===== config.mk =====
export PLATFORM = sky130hd
export DESIGN_NAME = game_state
export DESIGN_NICKNAME = d
export VERILOG_FILES = /design/src/rtl/game_state.sv
export SDC_FILE = /design/constraint.sdc
export NUM_CORES = 1
export LEC_CHECK = 0
export CAP_MARGIN = 20
export CORE_ASPECT_RATIO = 0.75
export CORE_UTILIZATION = 30
export CTS_CLUSTER_DIAMETER = 200
export CTS_CLUSTER_SIZE = 24
export DETAILED_ROUTE_END_ITERATION = 6
export SYNTH_ARGS = -nofsm -noshare
export SYNTH_HDL_FRONTEND = slang
export SYNTH_SLANG_ARGS = --single-unit
export TNS_END_PERCENT = 100

===== constraint.sdc =====
create_clock -name clk -period 3.1 [get_ports clk]
set_input_delay 0.31 -clock clk [delete_from_list [all_inputs] [get_ports clk]]
set_output_delay 0.31 -clock clk [all_outputs]
set_load 0.02 [all_outputs]

===== src/rtl/game_state.sv =====
// ---------------------------------------------------------------------------
// game_state
// Top-level play-state controller for the snake game. A four-state Moore FSM
// (BLACK, PLAY, PAUSE, DEAD) reacts to the held PS/2 make code and to the
// collision flag. Leaving BLACK requires a minimum dwell time, so that at
// least one full video frame of the start colour is shown before play begins.
//
// Parameters
//   DWELL_CYCLES : minimum clk cycles spent in BLACK before START is accepted
//   KEY_START    : PS/2 set-2 code that starts or resumes play (space)
//   KEY_PAUSE    : code that pauses play ('P')
//   KEY_RESTART  : code that restarts the game ('R')
//
// Ports
//   clk          : in,  system clock, all state changes on the rising edge
//   rst          : in,  asynchronous active-high reset
//   died         : in,  level, head overlaps body or is out of bounds
//   key_code     : in,  [7:0] last PS/2 make code, held until the next key
//   init_snake   : out, reload the snake to its initial position
//   screen_black : out, force the full screen to the start colour
//   screen_pause : out, freeze snake motion
// ---------------------------------------------------------------------------
module game_state #(
    parameter int         DWELL_CYCLES = 2100000,
    parameter logic [7:0] KEY_START    = 8'h29,
    parameter logic [7:0] KEY_PAUSE    = 8'h4D,
    parameter logic [7:0] KEY_RESTART  = 8'h2D
) (
    input  logic       clk,
    input  logic       rst,
    input  logic       died,
    input  logic [7:0] key_code,
    output logic       init_snake,
    output logic       screen_black,
    output logic       screen_pause
);

    typedef enum logic [1:0] {
        BLACK = 2'd0,
        PLAY  = 2'd1,
        PAUSE = 2'd2,
        DEAD  = 2'd3
    } state_t;

    localparam logic [21:0] DWELL_MAX = 22'(DWELL_CYCLES);

    // Arrow keys (up, down, left, right) resume from PAUSE as well as START.
    localparam logic [7:0] KEY_UP    = 8'h75;
    localparam logic [7:0] KEY_DOWN  = 8'h72;
    localparam logic [7:0] KEY_LEFT  = 8'h6B;
    localparam logic [7:0] KEY_RIGHT = 8'h74;

    state_t      state_r;
    state_t      next_state_s;
    logic [21:0] dwell_cnt_r;
    logic        dwell_done_s;
    logic        resume_key_s;

    // Dwell satisfied and resume-key detection.
    always_comb begin
        dwell_done_s = (dwell_cnt_r == DWELL_MAX);
        resume_key_s = (key_code == KEY_UP)   || (key_code == KEY_DOWN) ||
                       (key_code == KEY_LEFT) || (key_code == KEY_RIGHT) ||
                       (key_code == KEY_START);
    end

    // Next-state logic. key_code is a held level, so it is evaluated every
    // cycle; a held RESTART cannot start play and a held START is a no-op in
    // PLAY because neither matches a transition condition there.
    always_comb begin
        next_state_s = state_r;
        case (state_r)
            BLACK: begin
                if (dwell_done_s && (key_code == KEY_START)) begin
                    next_state_s = PLAY;
                end else begin
                    next_state_s = BLACK;
                end
            end
            PLAY: begin
                if (key_code == KEY_RESTART) begin
                    next_state_s = BLACK;
                end else if (died) begin
                    next_state_s = DEAD;
                end else if (key_code == KEY_PAUSE) begin
                    next_state_s = PAUSE;
                end else begin
                    next_state_s = PLAY;
                end
            end
            PAUSE: begin
                // died is deliberately not looked at while paused.
                if (key_code == KEY_RESTART) begin
                    next_state_s = BLACK;
                end else if (resume_key_s) begin
                    next_state_s = PLAY;
                end else begin
                    next_state_s = PAUSE;
                end
            end
            DEAD: begin
                if (key_code == KEY_RESTART) begin
                    next_state_s = BLACK;
                end else begin
                    next_state_s = DEAD;
                end
            end
            default: begin
                next_state_s = BLACK;
            end
        endcase
    end

    // State register, dwell counter and registered Moore outputs. Outputs are
    // decoded from the state being loaded so they change on the same edge as
    // the state register and never glitch.
    always_ff @(posedge clk or posedge rst) begin
        if (rst) begin
            state_r      <= BLACK;
            dwell_cnt_r  <= 22'd0;
            init_snake   <= 1'b1;
            screen_black <= 1'b1;
            screen_pause <= 1'b1;
        end else begin
            state_r <= next_state_s;

            // Counting only while staying in BLACK means every entry into
            // BLACK starts again from zero.
            if ((state_r == BLACK) && (next_state_s == BLACK)) begin
                if (dwell_done_s) begin
                    dwell_cnt_r <= dwell_cnt_r;
                end else begin
                    dwell_cnt_r <= dwell_cnt_r + 22'd1;
                end
            end else begin
                dwell_cnt_r <= 22'd0;
            end

            case (next_state_s)
                BLACK: begin
                    init_snake   <= 1'b1;
                    screen_black <= 1'b1;
                    screen_pause <= 1'b1;
                end
                PLAY: begin
                    init_snake   <= 1'b0;
                    screen_black <= 1'b0;
                    screen_pause <= 1'b0;
                end
                PAUSE, DEAD: begin
                    init_snake   <= 1'b0;
                    screen_black <= 1'b0;
                    screen_pause <= 1'b1;
                end
                default: begin
                    init_snake   <= 1'b1;
                    screen_black <= 1'b1;
                    screen_pause <= 1'b1;
                end
            endcase
        end
    end

endmodule


==> results summary, run 1 <==
The final critical-path share of the clock period came out at 66.2%. The cell area that synthesis handed to floorplanning was 1470 sq um. Setup violations remaining at the end of the flow were counted as 0. TritonCTS built the clock tree. The flow ran to the end, and the final reports show no timing, DRC or antenna violations.

The number of violations of the max-capacitance limit is 0. The number of DRC violations after detailed routing came out at 0. Wires add up to 2760 um. The standard cell core area is 4570 sq um. The die area came out at 5170 sq um.

The largest net degree at the start of global routing came out at 27. Before antenna repair, the detailed router went through 4 iterations. Cells with a size suffix above 1 make up 8.93% of the layout. The startpoint kind of the worst setup timing path is a flop.

The count of unique library cells instantiated by Yosys came out at 36. The register area share after synthesis came out at 44.5%. The buffer depth of the longest clock path came out at 2. After synthesis, the share of flip-flops with an asynchronous set or reset is 100%.

The time the final worst path needs with I/O delays and setup came out at 2050 ps. The number of setup buffers added after CTS is 0. After the last flow step, the layout net total stands at 182.

In this run the worst hold path is classified as in2async. The total routing usage reported by global routing is 11.8%. The die span in y came out at 62.6 um. After synthesis the netlist holds a flip-flop and latch count of 26. The mean instance size in the synthesized netlist came out at 9.46 sq um. The sum of overflow across all layers after global routing is 0.

The wire length of the first global-routing pass came out at 4710 um. The achievable frequency is 487 MHz. The register clock-pin slew on the reported worst setup and hold paths came out at 90 ps. The data required time at the worst endpoint is 3240 ps. The library cell used most frequently in the layout, excluding fill and tap cells, is sky130_fd_sc_hd__nor2_1. The max-slew violation total from the final report is 0. The critical path is of the reg2reg type.

The minimum setup slack after placement came out at 856 ps. The via count of the first global-routing pass came out at 975. The floorplan has 21 rows. The repair_antennas step left the layout with diodes totalling 0. After routing, the total negative slack on setup checks comes to 0 ps.

The count of endpoints failing hold in the final timing report is 0. IR analysis of the VDD net gives a maximum drop of 0.294 mV. In the synthesized netlist the dominant register cell turns out to be sky130_fd_sc_hd__dfrtp_1. The final RePlAce weighted congestion is 0.736.

The actual transition at the worst max-transition pin is 460 ps. The type of destination of the critical path is a flop. Once routing completed, OpenROAD measured the worst setup slack at 1050 ps. The initial antenna violation count came out at 0. The count of nets left with antenna violations once routing finished came out at 0. The synthesized instance count came out at 155. Once the floorplan was initialized, standard cells occupied 32.1% of the core. The worst pin sits at a relative slew slack of 69.2%. The number of warnings issued by yosys is 0. The hold buffer count at CTS came out at 0. In this run the static leakage power is 0.669 nW. The final clock skew is 3.01 ps. The clock sink count came out at 26. STA puts the critical path data arrival time at 2200 ps. The number of flops mapped to enable cells by yosys is 0. CTS built an H-tree with a depth of 1. The floorplan step set the die width to 82.7 um. 14 I/O pins were placed.

Using the TritonRoute via totals, the vias-per-cell ratio works out to 4.82. The number of vias in the routed layout came out at 1,085. Of all nets on the critical path, the largest fanout is 19.

The total nets after synthesis is 168. The number of buffer cells added on primary ports is 13. The routed length per instance is 12.2 um. The cell chosen for the clock root is sky130_fd_sc_hd__clkbuf_8. In this run the power density over the cells is 499 nW/um^2. In this run, the number of DRC markers left after iteration 0 of detailed routing was 49. TritonCTS created 3 clock buffers.

The layout overhead on the synthesized area came out at 16.8%. The total of cells resized after clock tree synthesis came out at 0. Setup repair after global routing left no endpoint under its margin. Detailed placement ended at an HPWL of 2040 um.

The clock reaches the later pin of the worst-skew pair after 270 ps. In the layout the commonest cells are 25 x sky130_fd_sc_hd__nor2_1, 24 x sky130_fd_sc_hd__dfrtp_1, 15 x sky130_fd_sc_hd__xor2_1.
-- critical path, stage by stage (launching register included) --
cell and delay [ps]:
sky130_fd_sc_hd__dfrtp_1 430, sky130_fd_sc_hd__nor4b_2 320, sky130_fd_sc_hd__nand3_1 140, sky130_fd_sc_hd__or3_1 500
sky130_fd_sc_hd__o21bai_4 430, sky130_fd_sc_hd__nor2_1 110
-- final timing paths --
path	from	slack [ps]	end	cells after the start
min reg2reg	dwell_cnt_r[21]	570	dwell_cnt_r[21]	2
min	rst	210	dwell_cnt_r[7]	2
max in group asynchronous	rst	2460	screen_pause	3
max reg2reg	dwell_cnt_r[6]	1050	dwell_cnt_r[9]	5
max	dwell_cnt_r[6]	1050	dwell_cnt_r[9]	5
min in group clk	dwell_cnt_r[21]	570	dwell_cnt_r[21]	2
-- through the flow --
| stage | hold WS, ps | instances | util [%] | instance area (sq um) | power (mW) |
|---|---|---|---|---|---|
| final | 214 | 225 | 37.5 | 1710 | 0.855 |
| after global routing | 233 | 225 | 37.5 | 1710 | 0.914 |
| after floorplan | 349 | 155 | - | 1470 | 0.574 |
| after global placement | 533 | 220 | 35.7 | 1630 | 0.645 |
| after CTS | 582 | 224 | 36.9 | 1690 | 0.865 |
| after detailed placement | 561 | 220 | 35.7 | 1630 | 0.643 |
-- registers in the layout, summed over array words and instances, names as in the netlist --
| name | cells |
|---|---|
| screen_pause | 1 |
| state_r | 2 |
| dwell_cnt_r | 22 |
| screen_black | 1 |
-- cells by family after synthesis --
logic type / share of synthesized area [%]
adder cells (fa/ha/maj): 1.71
AND/OR/NAND/NOR: 30.0
flip-flops: 44.5
AO/OA/AOI/OAI: 8.19
buffers and inverters: 3.58
XOR/XNOR: 11.9
-- area by class of cell --
class | count | area (sq um)
clock buffers | 4 | 55.1
fillers | 466 | 2860
inverters | 4 | 15.0
multi-input cells | 120 | 761
flip-flops and latches | 26 | 653
well taps | 57 | 71.3
repair buffers | 14 | 158
-- synthesized netlist by cell type, types with 3 or more instances --
| library cell | n | share of area [%] |
|---|---|---|
| sky130_fd_sc_hd__nor2_1 | 25 | 6.4 |
| sky130_fd_sc_hd__nor4_1 | 3 | 1.3 |
| sky130_fd_sc_hd__a21oi_1 | 3 | 1.0 |
| sky130_fd_sc_hd__nand2b_1 | 6 | 2.6 |
| sky130_fd_sc_hd__and3_1 | 4 | 1.7 |
| sky130_fd_sc_hd__nand3_1 | 11 | 3.8 |
| sky130_fd_sc_hd__nand2_1 | 13 | 3.3 |
| sky130_fd_sc_hd__xnor2_1 | 5 | 3.0 |
| sky130_fd_sc_hd__o211ai_1 | 4 | 2.0 |
| sky130_fd_sc_hd__xor2_1 | 15 | 9.0 |
| sky130_fd_sc_hd__and4_1 | 3 | 1.8 |
| sky130_fd_sc_hd__inv_1 | 4 | 1.0 |
| sky130_fd_sc_hd__nand4_1 | 6 | 2.6 |
| sky130_fd_sc_hd__nor3_1 | 3 | 1.0 |
| sky130_fd_sc_hd__dfrtp_1 | 24 | 41 |
-- where the power goes --
part           switching, mW  internal (mW)
clock                  0.104          0.114
combinational          0.128          0.101
sequential            0.0285          0.380
total                  0.261          0.594
-- layer usage --
| metal | track usage (%) | share of wire (%) | vias to the layer above |
|---|---|---|---|
| met4 | 3.23 | 1.1 | 0 |
| met3 | 3.50 | 2.8 | 4 |
| met1 | 18.4 | 56 | 501 |
| li1 | - | - | 569 |
| met2 | 15.2 | 40 | 11 |
| met5 | 0 | 0 | - |
Note: power is estimated with default switching activity, not from simulation.
==> run 2: changes to the inputs <==
Clock period 3.1 ns to 1.8 ns, I/O delays scaled along.
==> results summary, run 2 (synthesis gave the netlist of run 1 again) <==
The flow ran to the end, and the final reports show no timing, DRC or antenna violations. The max-slew violation total from the final report came to 0 (unchanged). The die area came to 5170 sq um (unchanged).

The cell leakage power was 0.799 nW (+19%). The endpoint identified for the worst register-to-register timing path is dwell_cnt_r[18]. The arrival time of data at the critical path endpoint came out at 1940 ps (-260 ps).

The type of destination of the critical path is a flop. The count of buffering cells on the critical path with inverters included is 1 (+1). The number of violations of the max-capacitance limit is 0 (unchanged). The clock tree from TritonCTS is yes.

The wire length of the first global-routing pass is 5050 um (+7.2%). The met1 usage is 19.6% (+1.2 points). The final critical-path share of the clock period was 98.7% (+32 points). The clock sink count is 26 (unchanged). In this run the most used layer during global routing was met1.

The met3 track demand over resource was 3.50% (unchanged). The data required time at the worst endpoint came out at 1960 ps (-1280 ps). The final RePlAce weighted congestion came out at 0.780 (+6.1%). The actual transition at the worst max-transition pin came out at 346 ps (-114 ps). The initial antenna violation count came out at 0 (unchanged). The antenna diode instance count came out at 0 (unchanged). The die boundary width came out at 82.7 um (unchanged).

The total detailed-routing wirelength came out at 3050 um (+11%). The final clock skew was 8.44 ps (+5.43 ps). The clock buffer count from CTS came to 3 (unchanged). Walking the worst path, the cells encountered are nor4b_2 > nand3_1 > or3_4 > o21bai_4 > buf_12 > nor2_1. The initial core utilization is 32.1% (unchanged). In the layout the commonest cells are 25 x sky130_fd_sc_hd__nor2_1, 24 x sky130_fd_sc_hd__dfrtp_1, 23 x sky130_fd_sc_hd__buf_4. The number of levels the H-tree was split into came out at 1 (unchanged). The number of cells on the worst reg-to-reg path came out at 6 (+1). Counting flops per register, the top entry is dwell_cnt_r. The routed length per instance came to 12.3 um (+0.28%). The vias per cell is 4.83 (about the same). Setup repair after global routing could not meet its margin everywhere. The met2 usage came out at 16.6% (+1.4 points). The sum of overflow across all layers after global routing is 0 (unchanged). The achievable frequency is 563 MHz (+16%).

The total I/O pin count is 14 (unchanged). In the final layout, the registers with the most flip-flops are dwell_cnt_r x22, state_r x2. The number of inserted filler cells in the final layout came out at 449 (-3.6%). The most common cell after layout, fill and taps aside is sky130_fd_sc_hd__nor2_1.

The buffer depth of the longest clock path is 2 (unchanged). The count of endpoints failing hold in the final timing report came to 0 (unchanged). The number of buffer cells added on primary ports is 13 (unchanged). The hold buffer count at CTS is 0 (unchanged).

The time the final worst path needs with I/O delays and setup is 1780 ps (-276 ps). The final antenna-violating net count came out at 0 (unchanged). The DRC violation total after the first TritonRoute iteration came out at 53 (+8.2%). The kind of path behind the tightest hold check is in2async. The number of DRC violations after detailed routing came out at 0 (unchanged). The worst setup path category is reg2reg. The register clock-pin slew on the reported worst setup and hold paths is 100 ps (about the same). The delay of the slowest cell on the worst path came out at 420 ps (-80 ps). The largest net degree at the start of global routing is 27 (unchanged).

The summed negative setup slack over all endpoints came out at 0 ps (unchanged). The total routing usage reported by global routing came out at 12.4% (+0.65 points). The die span in y is 62.6 um (unchanged). The slowest stage of the critical path is the sky130_fd_sc_hd__dfrtp_1 cell. The worst setup path is launched from a flop. The standard cell core area is 4570 sq um (unchanged). The headroom to the max-slew limit came out at 76.9% (+7.7 points). The via count of the first global-routing pass came to 1,095 (+12%). The number of nets in the layout came out at 205 (+13%). The total power per unit cell area came to 871 nW/um^2 (+74%). The total of endpoints with negative setup slack in the final report is 0 (unchanged).

On the critical path the largest part of the delay comes from simple AND/OR/NAND/NOR gates. In this run the critical register-to-register path is launched from dwell_cnt_r[7]. The flip-flop count of the largest register after layout came out at 22 (unchanged). The total power came out at 1.67 mW (+96%). The root buffer cell chosen for the clock tree is sky130_fd_sc_hd__clkbuf_8. The worst-case vdd ir drop is 0.663 mV (+130%). The number of rows in the core area came out at 21 (unchanged).

The insertion delay to the later sink of the worst-skew pair came out at 270 ps (about the same). The detailed placement HPWL came out at 2190 um (+6.9%). The layout overhead on the synthesized area is 31.0%. The number of optimization iterations in the first detailed-route pass is 4 (unchanged). The slack of the worst reg-to-reg path is 20 ps (-1020 ps).

The peak fanout along the critical path came out at 19 (unchanged). The number of vias in the routed layout came to 1,197 (+10%). The fraction of layout instances using a drive strength above 1 is 21.5% (+13 points).
run 2: cell types whose count changed in the layout (fill, tap and decap cells not counted), sizes merged:
cell | previous run | this run
buf | 1 | 24
bufinv | 0 | 1
clkbuf | 4 | 3
run 2: worst reg2reg max path, cell delays in order (launching register included):
cell,delay (ps)
sky130_fd_sc_hd__dfrtp_1,420
sky130_fd_sc_hd__nor4b_2,320
sky130_fd_sc_hd__nand3_1,160
sky130_fd_sc_hd__or3_4,390
sky130_fd_sc_hd__o21bai_4,150
sky130_fd_sc_hd__buf_12,160
sky130_fd_sc_hd__nor2_1,60
run 2: worst max-delay path by stage:
stage          slack [ps]         endpoint      startpoint  depth (start not counted)
2_1_floorplan           7  dwell_cnt_r[16]  dwell_cnt_r[6]                          7
3_3_place_gp         -180   dwell_cnt_r[6]     key_code[7]                          6
3_5_place_dp         -180       state_r[0]     key_code[4]                          5
4_1_cts                 5  dwell_cnt_r[19]  dwell_cnt_r[7]                          6
5_1_grt               -30  dwell_cnt_r[11]  dwell_cnt_r[7]                          6
6_report               20  dwell_cnt_r[18]  dwell_cnt_r[7]                          6
run 2: final cells by class:
class	count	area, sq um	share of cell area (%)
sequential	26	653	34.0
clock buffer	3	41.3	2.15
clock inverter	1	30.0	1.56
multi-input combinational	120	787	41.0
inverter	4	15.0	0.782
timing repair buffer	37	323	16.8
tap	57	71.3	3.71
run 2: where the power goes:
part | internal (mW) | switching (mW)
Clock | 0.298 | 0.189
Combinational | 0.243 | 0.244
Sequential | 0.654 | 0.0449
run 2: per-layer routing:
| metal | vias to the layer above | share of wire [%] |
|---|---|---|
| met5 | - | 0 |
| met4 | 0 | 0 |
| met3 | 0 | 4.3 |
| li1 | 615 | - |
| met2 | 22 | 41 |
| met1 | 560 | 55 |
run 2: through the flow:
stage | worst slack (ps) | std cells | util [%] | hold slack [ps] | instance area (sq um)
after global placement | -177 | 243 | 39.7 | 533 | 1820
after floorplan | 7.03 | 155 | - | 219 | 1470
after detailed placement | -184 | 243 | 39.7 | 549 | 1820
after global routing | -31.7 | 248 | 42.0 | 305 | 1920
final | 23.5 | 248 | 42.0 | 255 | 1920
after CTS | 5.43 | 247 | 41.4 | 263 | 1890
run 2: timing repair:
| action | 4_1_cts | 5_1_grt |
|---|---|---|
| resized for setup | 1 | 3 |
| pin swaps | 0 | 3 |
| endpoints found under the setup margin | 20 | 25 |
| buffers inserted | 0 | 1 |
==> run 3: changes to the inputs <==
Settings changed: CORE_ASPECT_RATIO 0.75 to not set, SLEW_MARGIN set to 30.
==> results summary, run 3 (synthesis gave the netlist of run 1 again) <==
The routed length per instance is 11.1 um (-9.2%). The register clock-pin slew on the reported worst setup and hold paths is 90 ps (about the same). The total power per unit cell area is 783 nW/um^2 (-10%). The arrival time of data at the critical path endpoint is 1900 ps (-40 ps).

The number of buffer cells added on primary ports was 13 (unchanged). The cell chosen for the clock root is sky130_fd_sc_hd__clkbuf_8. The initial antenna violation count was 0 (unchanged). The share of the core filled with cells was 40.5% (-1.5 points). The reg-to-reg critical path endpoint is dwell_cnt_r[19].

The detailed placement HPWL came out at 2120 um (-2.9%). The delay of the slowest cell on the worst path came out at 430 ps (about the same). The via count of the first global-routing pass is 1,120 (+2.3%). The DRC violation total after the first TritonRoute iteration is 68 (+28%). The insertion delay to the later sink of the worst-skew pair is 270 ps (about the same). The flip-flop count of the largest register after layout came to 22 (unchanged). The total of endpoints with negative setup slack in the final report came out at 0 (unchanged). The achievable frequency is 575 MHz (+2.1%). The worst register-to-register path begins at dwell_cnt_r[17]. The hold buffer count at CTS came out at 0 (unchanged). The smallest hold slack came out at 261 ps (+5.97 ps). The number of rows in the core area came out at 25 (+19%). The die boundary width came out at 71.9 um (-13%). The number of DRC violations after detailed routing is 0 (unchanged). The peak fanout along the critical path came to 19 (unchanged). The run finished with clean final reports. The max-slew violation total from the final report came out at 0 (unchanged). The actual transition at the worst max-transition pin is 332 ps (-14.0 ps). The worst setup path is of the reg2reg kind. The met2 usage came out at 18.3% (+1.7 points). The vias per cell is 4.55 (-5.7%). The final antenna-violating net count is 0 (unchanged). The met3 track demand over resource came out at 3.19% (-0.31 points). The initial core utilization is 31.0% (-1.0 points).

The number of vias in the routed layout came out at 1,179 (-1.5%). Setup repair after global routing could not meet its margin everywhere. The data required time at the worst endpoint came out at 1960 ps (about the same). The number of optimization iterations in the first detailed-route pass came out at 6 (+2).

The antenna diode instance count was 0 (unchanged). The die span in y came to 71.9 um (+15%). The wire length of the first global-routing pass came out at 5160 um (+2.2%). The total routing usage reported by global routing came to 12.6% (+0.16 points). The fraction of layout instances using a drive strength above 1 is 21.4% (-0.11 points). The number of violations of the max-capacitance limit is 0 (unchanged). Leaving out fill and tap cells, the most frequent cell in the layout is sky130_fd_sc_hd__nor2_1.

TritonCTS built the clock tree. The cell leakage power came out at 0.786 nW (-1.6%). The die area came out at 5170 sq um (about the same). The number of levels the H-tree was split into came out at 1 (unchanged). The headroom to the max-slew limit was 77.8% (+0.94 points). The count of endpoints failing hold in the final timing report is 0 (unchanged). The startpoint of the most critical setup path is dwell_cnt_r[17]. The critical path goes through nor4_2 > nand2_1 > or3_4 > o21bai_4 > buf_12 > nor2_1.

The critical path ends at dwell_cnt_r[19]. The total I/O pin count is 14 (unchanged). The total detailed-routing wirelength came to 2890 um (-5.2%). The clock buffer count from CTS came to 3 (unchanged). In the layout the commonest cells are 25 x sky130_fd_sc_hd__nor2_1, 24 x sky130_fd_sc_hd__dfrtp_1, 24 x sky130_fd_sc_hd__buf_4. The clock sink count came out at 26 (unchanged). The slack of the worst reg-to-reg path is 60 ps (+40 ps). On the critical path, the stage with the largest delay is an instance of sky130_fd_sc_hd__or3_4. The standard cell core area came to 4720 sq um (+3.3%). The final RePlAce weighted congestion is 0.770 (-1.2%). The worst setup path is captured at a flop.

The number of nets in the layout was 206 (+0.49%). The time the final worst path needs with I/O delays and setup came to 1740 ps (-36.5 ps). The tightest min-delay check is of the in2async type.

The largest net degree at the start of global routing came out at 27 (unchanged). In the final layout, the registers with the most flip-flops are dwell_cnt_r x22, state_r x2. The layout overhead on the synthesized area is 30.5%. The met1 usage is 18.8% (-0.81 points). The post-route non-filler standard cell count is 259 (+4.4%). The number of cells on the worst reg-to-reg path came out at 6 (unchanged). The final clock skew was 7.81 ps (-0.628 ps). The worst-case vdd ir drop is 0.600 mV (-9.5%).

The startpoint kind of the worst setup timing path is a flop. The placed cell count is 252 (+3.7%). The sum of overflow across all layers after global routing was 0 (unchanged). The register with the most flip-flops in the final layout is dwell_cnt_r. The final critical-path share of the clock period is 96.7% (-2.0 points).

The global-route layer with the greatest usage is met1. The buffer depth of the longest clock path is 2 (unchanged).
run 3: cell count changes in the layout (fill, tap and decap cells not counted), sizes merged:
cell	change
buf	+1
clkbuf	+1
bufinv	-1
run 3: how the worst min path moves through the flow:
stage | startpoint | end | slack (ps)
floorplan | rst | dwell_cnt_r[0] | 220
global placement | dwell_cnt_r[21] | dwell_cnt_r[21] | 530
detailed placement | dwell_cnt_r[21] | dwell_cnt_r[21] | 540
CTS | rst | dwell_cnt_r[17] | 280
global route | rst | dwell_cnt_r[17] | 290
finish | rst | dwell_cnt_r[17] | 260
run 3: through the flow:
stage | TNS, ps | cell area [sq um] | setup slack, ps | power [mW]
final | 0 | 1910 | 59.9 | 1.50
after global routing | -110 | 1910 | -19.0 | 1.60
after CTS | 0 | 1870 | 23.2 | 1.51
after detailed placement | -2250 | 1820 | -112 | 1.16
after global placement | -1750 | 1820 | -103 | 1.16
after floorplan | 0 | 1470 | 7.03 | 0.988
run 3: routing by layer:
| metal | vias to the layer above | part of all wire (%) |
|---|---|---|
| met3 | 2 | 1.7 |
| met4 | 0 | 0.35 |
| met2 | 10 | 46 |
| li1 | 607 | - |
| met5 | - | 0 |
| met1 | 560 | 52 |
run 3: final cells by class:
type / instances / area, sq um
Clock buffer: 4 / 45.0
Timing Repair Buffer: 38 / 330
Multi-Input combinational cell: 120 / 787
Fill cell: 469 / 2810
Tap cell: 67 / 83.8
Inverter: 4 / 15.0
Sequential cell: 26 / 653
run 3: what timing repair did:
| item | 4_1_cts | 5_1_grt |
|---|---|---|
| endpoints found under the setup margin | 21 | 22 |
| pin swaps | 0 | 4 |
| resized for setup | 1 | 4 |
| setup buffers | 0 | 3 |
run 3: critical path, delay by kind of cell, from the launching register on:
kind	cells	cell delay, ps
AND/OR/NAND/NOR	4	900
flip-flops	1	410
buffers and inverters	1	160
AO/OA/AOI/OAI	1	150
run 3: power by group:
group	internal [mW]	switching, mW
clock network	0.158	0.178
registers	0.654	0.0474
logic	0.223	0.239
total	1.04	0.464
